**src/rtl/uart_pkg.sv**
```systemverilog
// Shared UART definitions: data width, receive-FIFO entry widths and the
// parity/stop selections used by the receiver and transmitter.
package uart_pkg;

    localparam int UART_DATA_W = 8;

    // Entry layout with error bits: {parity_err, frame_err, data[7:0]}
    localparam int RX_ENTRY_W_ERR   = UART_DATA_W + 2;
    localparam int RX_ENTRY_W_NOERR = UART_DATA_W;

    typedef enum logic [1:0] {
        PARITY_NONE = 2'd0,
        PARITY_EVEN = 2'd1,
        PARITY_ODD  = 2'd2
    } parity_sel_e;

    typedef enum logic {
        STOP_1 = 1'b0,
        STOP_2 = 1'b1
    } stop_sel_e;

endpackage

```
**src/rtl/uart_rx_fifo_mem.sv**
```systemverilog
// Storage for the receive FIFO: one synchronous write port and one
// asynchronous read port. The array has no reset.
module uart_rx_fifo_mem #(
    parameter int ADDR_WIDTH = 4,
    parameter int DATA_W     = 8
) (
    input  logic                  clk,
    input  logic                  i_we,
    input  logic [ADDR_WIDTH-1:0] i_waddr,
    input  logic [DATA_W-1:0]     i_wdata,
    input  logic [ADDR_WIDTH-1:0] i_raddr,
    output logic [DATA_W-1:0]     o_rdata
);

    logic [DATA_W-1:0] r_mem [0:(1<<ADDR_WIDTH)-1];

    // Write the entry on the clock edge when enabled
    always_ff @(posedge clk) begin
        if (i_we) begin
            r_mem[i_waddr] <= i_wdata;
        end
    end

    assign o_rdata = r_mem[i_raddr];

endmodule

```
**src/rtl/uart_rx_fifo.sv**
```systemverilog
// Receive-side FIFO behind the UART receiver. Characters are captured on the
// done tick into a stage register and committed the following cycle together
// with the (one cycle late) parity status. Head outputs fall through
// combinationally; a sticky overrun flags dropped characters.
// Optional feature macro: UART_RX_FIFO_ERR_EN stores and presents the
// parity/frame error bits; when undefined entries hold the data byte only.
module uart_rx_fifo
    import uart_pkg::*;
#(
    parameter int ADDR_WIDTH = 4
) (
    input  logic                  clk,
    input  logic                  reset_n,
    input  logic                  wr_tick,
    input  logic [7:0]            wr_data,
    input  logic                  wr_frame_err,
    input  logic                  wr_parity_err,
    input  logic                  rd_en,
    output logic [7:0]            rd_data,
    output logic                  rd_parity_err,
    output logic                  rd_frame_err,
    output logic                  empty,
    output logic                  full,
    output logic [ADDR_WIDTH:0]   count,
    output logic                  overrun,
    input  logic                  clr_overrun
);

`ifdef UART_RX_FIFO_ERR_EN
    localparam int ENTRY_W = RX_ENTRY_W_ERR;
`else
    localparam int ENTRY_W = RX_ENTRY_W_NOERR;
`endif
    localparam int PTR_W = ADDR_WIDTH + 1;

    logic [PTR_W-1:0]       r_wr_ptr;
    logic [PTR_W-1:0]       r_rd_ptr;
    logic                   r_stage_valid;
    logic [UART_DATA_W-1:0] r_stage_data;
    logic                   r_overrun;

    logic                   w_empty;
    logic                   w_full;
    logic                   w_pop;
    logic                   w_commit_ok;
    logic                   w_drop;
    logic [ENTRY_W-1:0]     w_wdata;
    logic [ENTRY_W-1:0]     w_rdata;

    // Pointer-derived flags; the extra MSB separates full from empty
    assign w_empty = (r_wr_ptr == r_rd_ptr);
    assign w_full  = (r_wr_ptr[PTR_W-1] != r_rd_ptr[PTR_W-1]) &&
                     (r_wr_ptr[ADDR_WIDTH-1:0] == r_rd_ptr[ADDR_WIDTH-1:0]);

    // A pop in the same cycle frees the slot the commit writes into
    assign w_pop       = rd_en && !w_empty;
    assign w_commit_ok = r_stage_valid && (!w_full || w_pop);
    assign w_drop      = r_stage_valid && w_full && !w_pop;

    // Capture stage: reloads on every tick so back-to-back ticks are sustained
    always_ff @(posedge clk or negedge reset_n) begin
        if (!reset_n) begin
            r_stage_valid <= 1'b0;
            r_stage_data  <= '0;
        end else if (wr_tick) begin
            r_stage_valid <= 1'b1;
            r_stage_data  <= wr_data;
        end else begin
            r_stage_valid <= 1'b0;
        end
    end

`ifdef UART_RX_FIFO_ERR_EN
    logic r_stage_frame;

    // Frame error is only valid alongside the tick, so it rides in the stage
    always_ff @(posedge clk or negedge reset_n) begin
        if (!reset_n) begin
            r_stage_frame <= 1'b0;
        end else if (wr_tick) begin
            r_stage_frame <= wr_frame_err;
        end
    end

    // Parity status arrives one cycle after the tick, i.e. at commit time
    assign w_wdata       = {wr_parity_err, r_stage_frame, r_stage_data};
    assign rd_frame_err  = !w_empty && w_rdata[UART_DATA_W];
    assign rd_parity_err = !w_empty && w_rdata[UART_DATA_W+1];
`else
    logic w_unused;

    assign w_unused      = &{1'b0, wr_frame_err, wr_parity_err};
    assign w_wdata       = r_stage_data;
    assign rd_frame_err  = 1'b0;
    assign rd_parity_err = 1'b0;
`endif

    // Pointer advance on accepted commit and on non-empty pop
    always_ff @(posedge clk or negedge reset_n) begin
        if (!reset_n) begin
            r_wr_ptr <= '0;
            r_rd_ptr <= '0;
        end else begin
            if (w_commit_ok) begin
                r_wr_ptr <= r_wr_ptr + 1'b1;
            end
            if (w_pop) begin
                r_rd_ptr <= r_rd_ptr + 1'b1;
            end
        end
    end

    // Sticky overrun; a drop in the same cycle as a clear keeps it set
    always_ff @(posedge clk or negedge reset_n) begin
        if (!reset_n) begin
            r_overrun <= 1'b0;
        end else if (w_drop) begin
            r_overrun <= 1'b1;
        end else if (clr_overrun) begin
            r_overrun <= 1'b0;
        end
    end

    uart_rx_fifo_mem #(
        .ADDR_WIDTH (ADDR_WIDTH),
        .DATA_W     (ENTRY_W)
    ) u_mem (
        .clk     (clk),
        .i_we    (w_commit_ok),
        .i_waddr (r_wr_ptr[ADDR_WIDTH-1:0]),
        .i_wdata (w_wdata),
        .i_raddr (r_rd_ptr[ADDR_WIDTH-1:0]),
        .o_rdata (w_rdata)
    );

    assign rd_data = w_empty ? '0 : w_rdata[UART_DATA_W-1:0];
    assign empty   = w_empty;
    assign full    = w_full;
    assign count   = r_wr_ptr - r_rd_ptr;
    assign overrun = r_overrun;

endmodule

```
**config.mk**
```make
export PLATFORM = sky130hd
export DESIGN_NAME = uart_rx_fifo
export DESIGN_NICKNAME = d
export VERILOG_FILES = /design/src/rtl/uart_pkg.sv /design/src/rtl/uart_rx_fifo_mem.sv /design/src/rtl/uart_rx_fifo.sv
export SDC_FILE = /design/constraint.sdc
export NUM_CORES = 1
export LEC_CHECK = 0
export ABC_AREA = 1
export BUFFER_PORTS_ARGS = -buffer_cell sky130_fd_sc_hd__buf_2
export CELL_PAD_IN_SITES_DETAIL_PLACEMENT = 1
export CELL_PAD_IN_SITES_GLOBAL_PLACEMENT = 1
export CORE_ASPECT_RATIO = 1.4
export CORE_UTILIZATION = 50
export CTS_BUF_LIST = sky130_fd_sc_hd__clkbuf_4
export CTS_CLUSTER_DIAMETER = 60
export DETAILED_ROUTE_END_ITERATION = 8
export MAX_ROUTING_LAYER = met4
export PLACE_DENSITY = 0.79
export SLEW_MARGIN = 10
export SYNTH_ARGS = -nofsm -noshare
export SYNTH_HDL_FRONTEND = slang
export SYNTH_SLANG_ARGS = --single-unit
export TNS_END_PERCENT = 100
```
**constraint.sdc**
```tcl
create_clock -name clk -period 6.75 [get_ports clk]
set_input_delay 0.675 -clock clk [delete_from_list [all_inputs] [get_ports clk]]
set_output_delay 0.675 -clock clk [all_outputs]
set_load 0.1 [all_outputs]
```
==> results_dict.tcl <==
set metrics [dict create \
    fin_area_sq_mm 0.007198 \
    via_per_inst 5.174 \
    synth_area_leader_cell "edfxtp_1" \
    async_reset_ff_frac 0.1351 \
    syn_area_sq_mm 0.006686 \
    via_count 4522 \
    grt_max_degree 68 \
    fin_crit_ns 3.974 \
    final_nets 707 \
    globalRoute.busiestLayer "met2" \
    synth_top_flop_cell "edfxtp_1" \
    relSlewSlack 0.4394 \
    fin_setup_tns_ns 0 \
    drt_iter0_drc 223 \
    totalWireLength_mm 15.45 \
    rsz0062_at_grt "false" \
    hold_viol 0 \
    placed_area_sq_mm 0.006910 \
    cts-buffers-inserted 17 \
    cp_data_arrival_time_ns 3.30 \
    cts_max_level 4 \
    globalplace.congestion 0.8273 \
    fin_cells 874 \
    netlist_instances 657 \
    startpoint "r_rd_ptr[0]" \
    slew_violations 0 \
    startpoint_type "flop" \
    worst_r2r_path_depth 9 \
    yosysSeqAreaShare 0.6497 \
    areaGrowthSynthToFinish_pct 7.653 \
    wire_per_inst_microns 17.68 \
    dr.pass1.iters 5 \
    syn_avg_cell_area_sq_um 10.18 \
    dieArea_sq_mm 0.01385 \
    synth.top_cell.area_share 0.5749 \
    outcome "finished, final reports clean" \
    setup.worst_path.end_class "primary output" \
    die_x_microns 99.74 \
    grt_pass1_vias 4976 \
    placed_cells 841 \
    setup_viol 0 \
    worst_pin_slew_ns 0.8378 \
    synth_cell_types 27 \
    setup.worst_path.class "flop to primary output" \
    root_buffer "clkbuf_4" \
    cts-resized-gates 0 \
    yosysMostFrequentCell "nand2_1" \
    grt_first_pass_wirelength_mm 24.87 \
    critPathRequiredTime_ns 6.07 \
    min_period_over_period 0.5887 \
    die_h_microns 138.8 \
    postCtsSetupBuffers 0 \
    cts_buffer_depth 2 \
    ant_nets 0 \
    grt.total_usage 0.2502 \
    grtUsageMet1 0.2743 \
    start_util 0.5169 \
    hp-class "input port to asynchronous set/reset pin" \
    drive_above_1_share 0.1223 \
    met3_usage 0.03881 \
    holdBufCountCts 0 \
    skew_ns 0.01751 \
    cts_tree "yes" \
    fmax_mhz 251.6 \
    insertion_delay_ns 0.54 \
    core_area_sq_mm 0.01294 \
    yosys-top-cells-count "nand2_1, edfxtp_1, inv_1" \
    dp_hpwl_mm 10.25 \
    io_pins 33 \
    synth_top_cells_by_area "edfxtp_1, nand2_1, dfrtp_1" \
    antenna_found_initial 1 \
    drc 0 \
    gr-usage-met2 0.4258 \
    max-cap-violations 0 \
    clock_sinks 148 \
    ys_seq_elements 148 \
    grt-ovfl-total 0 \
    synth_warnings 0 \
    io_buffers 28 \
    placementRows 49 \
    synth_edf_count 128 \
    rr_startpoint "r_rd_ptr[0]" \
    clk_pin_slew_ns 0.13 \
    crit_fanout 67 \
]
cells in the final DEF (no fill, tap or decap), types with 2 or more instances in the layout:
master	count
a21oi_1	11
buf_2	28
buf_4	3
bufinv_16	2
clkbuf_4	18
clkinv_1	3
clkinv_4	3
conb_1	2
dfrtp_1	19
edfxtp_1	128
ha_1	9
inv_1	98
inv_2	4
inv_4	3
inv_6	4
mux2_2	8
nand2_1	232
nand2_2	6
nand3_1	72
nor2_1	19
o21ai_0	3
o21ai_1	2
xnor2_1	2
xor2_1	8
final cells by class:
class	instances	area [sq um]
flip-flops and latches	148	4345
multi-input cells	379	1783
diodes	1	2.502
fillers	1444	5738
well taps	178	222.7
repair buffers	31	162.7
inverters	105	396.6
clock buffers	18	135.1
clock inverters	14	150.1
state kept, by name (all words and copies together), names as in the netlist:
register	cells
u_mem.r_mem	128
r_stage_data	8
r_rd_ptr	5
r_wr_ptr	5
overrun	1
r_stage_valid	1
kinds of logic (layout without fill, tap and decap cells):
family                   Yosys count  count (layout)  share of synthesized area
AO/OA/AOI/OAI                     16              16                    0.01198
XOR/XNOR                          11              11                    0.01553
adder cells (fa/ha/maj)           10              10                    0.01984
buffers and inverters            131             168                    0.08421
flip-flops                       148             148                     0.6497
multiplexers                       8               8                    0.01347
other                              1               3                  0.0005608
AND/OR/NAND/NOR                  332             332                     0.2047
per-stage QoR:
step                hold WS (ns)    util  setup slack (ns)
floorplan                 0.3794       -             2.192
global placement          0.4958  0.5342             3.419
detailed placement        0.5193  0.5342             3.380
CTS                      0.03839  0.5562             2.760
global route             0.06572  0.5564             2.594
finish                   0.07240  0.5564             2.776
metal layers:
metal  part of all wire  vias to the layer above
met2               0.52                      119
met4              0.048                        0
met5                  0                        -
met3              0.041                       35
li1                   -                     2143
met1               0.39                     2225
worst max-delay path: stages (launching register included):
cell	delay, ns
dfrtp_2	0.39
buf_4	0.60
ha_1	0.38
nand4_1	0.16
inv_1	0.08
nand2_2	0.10
clkinv_1	0.27
a21oi_1	0.28
buf_2	0.46
path summary, 6_finish.rpt:
kind                                      to  slack (ns)
max                               rd_data[1]        2.78
min                              r_rd_ptr[4]        0.07
max reg2reg                u_mem.r_mem[7][2]        3.73
min reg2reg                      r_rd_ptr[3]        0.54
max in group asynchronous        r_rd_ptr[0]        6.33
min in group clk                     overrun        0.31
Power is left out: the tool's default activity adds up to more than one toggle a clock period on the data nets, which glitch-free logic cannot reach.
